===== src/rtl/ext_mem_arb_if.sv =====
// Word-wide requester port of ext_mem_arb: one request/grant channel plus a
// one-cycle-delayed response channel.
interface ext_mem_arb_if #(
  parameter int DATA_WIDTH = 32,
  parameter int ADDR_WIDTH = 32
);
  // Handshake: an access is accepted in the cycle where req && gnt are both high;
  // the requester holds req/we/be/addr/wdata stable until then. Exactly one
  // cycle after acceptance the port sees rvalid with rdata/err for that access.
  logic                    req;
  logic                    gnt;
  logic                    we;
  logic [DATA_WIDTH/8-1:0] be;
  logic [ADDR_WIDTH-1:0]   addr;
  logic [DATA_WIDTH-1:0]   wdata;
  logic                    rvalid;
  logic [DATA_WIDTH-1:0]   rdata;
  logic                    err;

  modport master (output req, we, be, addr, wdata, input gnt, rvalid, rdata, err);
  modport slave  (input req, we, be, addr, wdata, output gnt, rvalid, rdata, err);
endinterface


===== src/rtl/ext_mem_arb.sv =====
// Two-port arbiter in front of the single-port external memory: fixed priority
// to port 0 with a starvation guard for port 1, range check and response routing.
module ext_mem_arb #(
  parameter int                    DATA_WIDTH   = 32,
  parameter int                    ADDR_WIDTH   = 32,
  parameter logic [ADDR_WIDTH-1:0] MEM_BASE     = 'h0000_1000,
  parameter logic [ADDR_WIDTH-1:0] MEM_SIZE     = 'h0002_0000,
  parameter int                    STARVE_LIMIT = 4,
  localparam int                   BE_W         = DATA_WIDTH / 8,
  localparam int                   MA_W         = $clog2(MEM_SIZE)
) (
  input  logic                  clk_i,
  input  logic                  rst_ni,
  ext_mem_arb_if.slave          p0,
  ext_mem_arb_if.slave          p1,
  output logic                  mem_en_o,
  output logic                  mem_we_o,
  output logic [BE_W-1:0]       mem_be_o,
  output logic [MA_W-1:0]       mem_addr_o,
  output logic [DATA_WIDTH-1:0] mem_wdata_o,
  input  logic [DATA_WIDTH-1:0] mem_rdata_i
);

  localparam int CNT_W = $clog2(STARVE_LIMIT + 1);
  localparam logic [CNT_W-1:0]    CNT_MAX = CNT_W'(STARVE_LIMIT);
  localparam logic [ADDR_WIDTH:0] MEM_END = {1'b0, MEM_BASE} + {1'b0, MEM_SIZE};

  logic [CNT_W-1:0] starve_q, starve_d;
  logic             resp_valid_q, resp_valid_d;
  logic             resp_owner_q, resp_owner_d;
  logic             resp_err_q, resp_err_d;
  logic             resp_rd_q, resp_rd_d;

  logic            gnt0, gnt1, granted, force1;
  logic            in_range0, in_range1, sel_in_range;
  logic [MA_W-1:0] off0, off1;
  logic            rsp_data_ok;

  // The low MA_W bits of (addr - MEM_BASE) are the memory byte offset.
  assign off0 = p0.addr[MA_W-1:0] - MEM_BASE[MA_W-1:0];
  assign off1 = p1.addr[MA_W-1:0] - MEM_BASE[MA_W-1:0];
  assign in_range0 = ({1'b0, p0.addr} >= {1'b0, MEM_BASE}) && ({1'b0, p0.addr} < MEM_END);
  assign in_range1 = ({1'b0, p1.addr} >= {1'b0, MEM_BASE}) && ({1'b0, p1.addr} < MEM_END);

  always_comb begin
    force1       = (starve_q == CNT_MAX);
    gnt1         = p1.req && (force1 || !p0.req);
    gnt0         = p0.req && !gnt1;
    granted      = gnt0 || gnt1;
    sel_in_range = gnt1 ? in_range1 : in_range0;

    mem_en_o    = granted && sel_in_range;
    mem_we_o    = 1'b0;
    mem_be_o    = '0;
    mem_addr_o  = '0;
    mem_wdata_o = '0;
    if (gnt1) begin
      mem_we_o    = p1.we;
      mem_be_o    = p1.be;
      mem_addr_o  = off1;
      mem_wdata_o = p1.wdata;
    end else if (gnt0) begin
      mem_we_o    = p0.we;
      mem_be_o    = p0.be;
      mem_addr_o  = off0;
      mem_wdata_o = p0.wdata;
    end

    starve_d = starve_q;
    if (!p1.req || gnt1) begin
      starve_d = '0;
    end else if (starve_q != CNT_MAX) begin
      starve_d = starve_q + 1'b1;
    end

    resp_valid_d = granted;
    resp_owner_d = gnt1;
    resp_err_d   = granted && !sel_in_range;
    resp_rd_d    = granted && !(gnt1 ? p1.we : p0.we);
  end

  always_ff @(posedge clk_i or negedge rst_ni) begin
    if (!rst_ni) begin
      starve_q     <= '0;
      resp_valid_q <= 1'b0;
      resp_owner_q <= 1'b0;
      resp_err_q   <= 1'b0;
      resp_rd_q    <= 1'b0;
    end else begin
      starve_q     <= starve_d;
      resp_valid_q <= resp_valid_d;
      resp_owner_q <= resp_owner_d;
      resp_err_q   <= resp_err_d;
      resp_rd_q    <= resp_rd_d;
    end
  end

  // Memory read data is only forwarded for successful reads; writes and errors return zero.
  assign rsp_data_ok = resp_rd_q && !resp_err_q;

  assign p0.gnt    = gnt0;
  assign p1.gnt    = gnt1;
  assign p0.rvalid = resp_valid_q && !resp_owner_q;
  assign p1.rvalid = resp_valid_q && resp_owner_q;
  assign p0.err    = p0.rvalid && resp_err_q;
  assign p1.err    = p1.rvalid && resp_err_q;
  assign p0.rdata  = (p0.rvalid && rsp_data_ok) ? mem_rdata_i : '0;
  assign p1.rdata  = (p1.rvalid && rsp_data_ok) ? mem_rdata_i : '0;

endmodule


===== src/flat_wrapper.sv =====
// flat-port wrapper written by rule: the top's interface ports become plain ports
module ext_mem_arb_flat 
#(
  parameter int                    DATA_WIDTH   = 32,
  parameter int                    ADDR_WIDTH   = 32,
  parameter logic [ADDR_WIDTH-1:0] MEM_BASE     = 'h0000_1000,
  parameter logic [ADDR_WIDTH-1:0] MEM_SIZE     = 'h0002_0000,
  parameter int                    STARVE_LIMIT = 4,
  localparam int                   BE_W         = DATA_WIDTH / 8,
  localparam int                   MA_W         = $clog2(MEM_SIZE)
)
  (clk_i, rst_ni, mem_en_o, mem_we_o, mem_be_o, mem_addr_o, mem_wdata_o, mem_rdata_i, p0_req, p0_we, p0_be, p0_addr, p0_wdata, p0_gnt, p0_rvalid, p0_rdata, p0_err, p1_req, p1_we, p1_be, p1_addr, p1_wdata, p1_gnt, p1_rvalid, p1_rdata, p1_err);
  ext_mem_arb_if #(.DATA_WIDTH(DATA_WIDTH), .ADDR_WIDTH(ADDR_WIDTH)) p0_i ();
  ext_mem_arb_if #(.DATA_WIDTH(DATA_WIDTH), .ADDR_WIDTH(ADDR_WIDTH)) p1_i ();
  input  logic clk_i;
  input  logic rst_ni;
  output logic mem_en_o;
  output logic mem_we_o;
  output logic [BE_W-1:0] mem_be_o;
  output logic [MA_W-1:0] mem_addr_o;
  output logic [DATA_WIDTH-1:0] mem_wdata_o;
  input  logic [DATA_WIDTH-1:0] mem_rdata_i;
  input wire logic [$bits(p0_i.req)-1:0] p0_req;
  input wire logic [$bits(p0_i.we)-1:0] p0_we;
  input wire logic [$bits(p0_i.be)-1:0] p0_be;
  input wire logic [$bits(p0_i.addr)-1:0] p0_addr;
  input wire logic [$bits(p0_i.wdata)-1:0] p0_wdata;
  output wire logic [$bits(p0_i.gnt)-1:0] p0_gnt;
  output wire logic [$bits(p0_i.rvalid)-1:0] p0_rvalid;
  output wire logic [$bits(p0_i.rdata)-1:0] p0_rdata;
  output wire logic [$bits(p0_i.err)-1:0] p0_err;
  input wire logic [$bits(p1_i.req)-1:0] p1_req;
  input wire logic [$bits(p1_i.we)-1:0] p1_we;
  input wire logic [$bits(p1_i.be)-1:0] p1_be;
  input wire logic [$bits(p1_i.addr)-1:0] p1_addr;
  input wire logic [$bits(p1_i.wdata)-1:0] p1_wdata;
  output wire logic [$bits(p1_i.gnt)-1:0] p1_gnt;
  output wire logic [$bits(p1_i.rvalid)-1:0] p1_rvalid;
  output wire logic [$bits(p1_i.rdata)-1:0] p1_rdata;
  output wire logic [$bits(p1_i.err)-1:0] p1_err;
  assign p0_i.req = p0_req;
  assign p0_i.we = p0_we;
  assign p0_i.be = p0_be;
  assign p0_i.addr = p0_addr;
  assign p0_i.wdata = p0_wdata;
  assign p0_gnt = p0_i.gnt;
  assign p0_rvalid = p0_i.rvalid;
  assign p0_rdata = p0_i.rdata;
  assign p0_err = p0_i.err;
  assign p1_i.req = p1_req;
  assign p1_i.we = p1_we;
  assign p1_i.be = p1_be;
  assign p1_i.addr = p1_addr;
  assign p1_i.wdata = p1_wdata;
  assign p1_gnt = p1_i.gnt;
  assign p1_rvalid = p1_i.rvalid;
  assign p1_rdata = p1_i.rdata;
  assign p1_err = p1_i.err;
  ext_mem_arb #(.DATA_WIDTH(DATA_WIDTH), .ADDR_WIDTH(ADDR_WIDTH), .MEM_BASE(MEM_BASE), .MEM_SIZE(MEM_SIZE), .STARVE_LIMIT(STARVE_LIMIT)) u_core (.clk_i(clk_i), .rst_ni(rst_ni), .p0(p0_i), .p1(p1_i), .mem_en_o(mem_en_o), .mem_we_o(mem_we_o), .mem_be_o(mem_be_o), .mem_addr_o(mem_addr_o), .mem_wdata_o(mem_wdata_o), .mem_rdata_i(mem_rdata_i));
endmodule

===== config.mk =====
export PLATFORM = sky130hd
export DESIGN_NAME = ext_mem_arb_flat
export DESIGN_NICKNAME = d
export VERILOG_FILES = /design/src/rtl/ext_mem_arb_if.sv /design/src/rtl/ext_mem_arb.sv /design/src/flat_wrapper.sv
export SDC_FILE = /design/constraint.sdc
export NUM_CORES = 1
export LEC_CHECK = 0
export ABC_AREA = 1
export CORE_AREA = 3 3 115 117
export DETAILED_ROUTE_END_ITERATION = 8
export DIE_AREA = 0 0 118 120
export PLACE_DENSITY = 0.67
export SYNTH_ARGS = -nofsm -noshare
export SYNTH_HDL_FRONTEND = slang
export SYNTH_SLANG_ARGS = --single-unit

===== constraint.sdc =====
create_clock -name clk_i -period 1.63 [get_ports clk_i]
set_input_delay 0.326 -clock clk_i [delete_from_list [all_inputs] [get_ports clk_i]]
set_output_delay 0.326 -clock clk_i [all_outputs]
set_load 0.1 [all_outputs]

==> qor.txt <==
Outcome - finished, violations left
Violated checks - setup timing
I/O pin cnt - 299
Largest net degree at the start of global routing - 24
Gpl congestion - 0.850
Routed len/inst - 16.5 um
Hold slack - 368 ps
Longest Clk Path Bufs - 2
Required time of the critical path - 1300 ps
Input/output buffers - 298
Clk_lat worst skew - 230 ps
NumNets Final - 862
Critical path's top delay family - buffers and inverters
Mapped cell area - 0.00173 mm2
Drt pass-1 iters - 4
Initial Utilization - 13.9%
Chip width - 118 um
Total CTS buffers - 3
P&R area growth vs syn - 377%
Routed Antenna Nets - 0
Final period util - 132%
Share of cells above drive strength 1 - 52.9%
Setup TNS - -46510 ps
Max Cap Violations - 0
First-pass GRT wire length - 22200 um
Die height - 120 um
Placed Cells - 822
Mean Syn Cell Area - 5.52 um2
Max-slew violations - 0
Num rows - 41
CTS Root Cell - clkbuf_16
CTS Hold Bufs - 0
RSZ-0062 raised after global routing - true
CTS Sinks - 7
Post-synthesis register bit count - 7
Tot GR Track Use - 19.7%
H-tree depth - 1
CP endpoint kind - output pin
Worst Path Class, Setup - in -> out
CTS tree - yes
Syn_nets - 493
CP max-delay cell - clkdlybuf4s50_1
Vias per cell - 4.20
Vias in the first global route - 4061
Mapped Cells - 313
HPWL after DPL - 11500 um
Post-route setup slack - -516 ps
Final instance area - 0.00824 mm2
Ant. Diodes - 0
Fin Clk Skew - 1.30 ps
CP peak stage delay - 510 ps
Final wirelength - 14100 um
DP Worst Slack - -574 ps
Power, Total - 3.53 mW
Sequential area share after synthesis - 10.1%
Pin slew with the least headroom to its limit - 350 ps
Max_slew headroom - 76.5%
DRC Markers - 0
Data arrival, critical path - 1820 ps
Min-delay worst type - in -> async
CP bufs+invs - 4
Worst-path clk slew - 30 ps
Setup crit start kind - primary input
Max frequency - 0.466 GHz
Vias - 3580
Crit path cell chain - clkdlybuf4s50_1, nand2_2, nand2_4, inv_8, nor2_8, buf_12, a22o_4, buf_12
Most used cell, CP - buf_12
DP Area - 0.00765 mm2
Fillers - 904
Yosys warns - 0
Post-layout min period - 2150 ps
Final Util - 66.1%
Fin. Hold Viols - 0
CP max FO - 23
Initial antenna violation count - 0
Global route overflow - 0
VDD IR max - 0.328 mV
Final Instance Count excl. Fillers - 853
P per Cell Area - 428 mW/mm2
Core area - 0.0125 mm2
Synth unique cells - 25
# setup viols final - 122
Leak - 3.48 nW
Initial DRC count - 75
Die area - 0.0142 mm2
==> repair_timing <==
| action | 4_1_cts | 5_1_grt |
|---|---|---|
| hold endpoints to repair | 0 | 0 |
| pin swaps | 20 | 11 |
| gates resized for setup | 38 | 19 |
| gates cloned | 7 | 0 |
| buffers inserted | 21 | 7 |
| setup endpoints to repair | 121 | 125 |
==> cell type report <==
class                      instances  area [um2]  share of cell area (%)
clock buffer                       4        78.8                   0.957
timing repair buffer             380        5160                    62.7
tap                              172         215                    2.61
sequential                         7         175                    2.13
multi-input combinational        224        2340                    28.4
inverter                          66         272                    3.30
==> flip-flops by register name, indices dropped and copies added (netlist names) <==
signal	cells
u_core.starve_q	3
u_core.resp_err_q	1
u_core.resp_owner_q	1
u_core.resp_rd_q	1
u_core.resp_valid_q	1
==> worst register-to-register path: cells and delay by family (launching register included) <==
kind | cells | cell delay, ps
buffers and inverters | 7 | 800
adders and majority gates | 1 | 160
DFF | 1 | 380
and+or+nand+nor | 8 | 590
==> per-layer routing <==
| metal | vias to the layer above | track usage, % | routed length [um] | share of wire, % |
|---|---|---|---|---|
| met5 | - | 0 | 0 | 0 |
| met4 | 0 | 3.44 | 173 | 1.2 |
| met3 | 8 | 6.60 | 1290 | 9.1 |
| met2 | 185 | 39.9 | 7970 | 56 |
| met1 | 1656 | 19.4 | 4680 | 33 |
| li1 | 1731 | - | - | - |
==> path summary, 6_finish.rpt <==
kind                               startpoint                   to  slack (ps)  cells past startpoint
min in group clk_i         u_core.starve_q[0]   u_core.starve_q[0]         560                      2
max in group asynchronous              rst_ni  u_core.resp_owner_q        1020                      1
min reg2reg                u_core.starve_q[0]   u_core.starve_q[0]         560                      2
max                                    p0_req          mem_be_o[0]        -520                      8
max reg2reg                u_core.starve_q[0]    u_core.resp_err_q        -390                     16
min                                    rst_ni  u_core.resp_valid_q         370                      1
==> Yosys cell counts, drive strengths merged <==
cell type	instances	area share (%)
nor2	100	23
inv	66	14
a22o	37	19
nand2	34	8.0
nand3	13	3.8
buf	9	4.6
o21ai	9	2.6
o22ai	9	3.3
clkbuf	7	1.5
dfrtp	7	10
ha	6	4.3
a21oi	4	1.2
nor3	4	1.2
xnor2	4	2.0
or2	2	0.72
nand3b	1	0.43
nor3b	1	0.43
==> report_power, final <==
part / switching, mW / internal (mW) / total (mW)
logic: 1.64 / 1.28 / 2.93
clock network: 0.0846 / 0.325 / 0.409
registers: 0.00801 / 0.183 / 0.191
total: 1.74 / 1.79 / 3.53
==> cells by family (layout without fill, tap and decap cells) <==
| logic type | count (synthesis) | in the layout | share of synthesized area, % |
|---|---|---|---|
| flops | 7 | 7 | 10.1 |
| xor+xnor | 4 | 4 | 2.03 |
| fa+ha+maj | 6 | 6 | 4.34 |
| compound gates | 59 | 59 | 25.8 |
| simple gates | 155 | 155 | 37.1 |
| buf+inv | 82 | 450 | 20.6 |
==> layout by cell type (no fill, tap or decap), types with 6 or more instances in the layout <==
cell type	instances
clkdlybuf4s50_1	170
buf_12	140
nor2_4	67
inv_1	60
buf_4	53
a22o_4	37
nor2_1	31
nand2_1	24
nand3_1	9
o22ai_4	9
buf_6	8
dfrtp_1	7
nand2_2	6
o21ai_4	6
No activity file was read; power rests on OpenSTA's default activity.
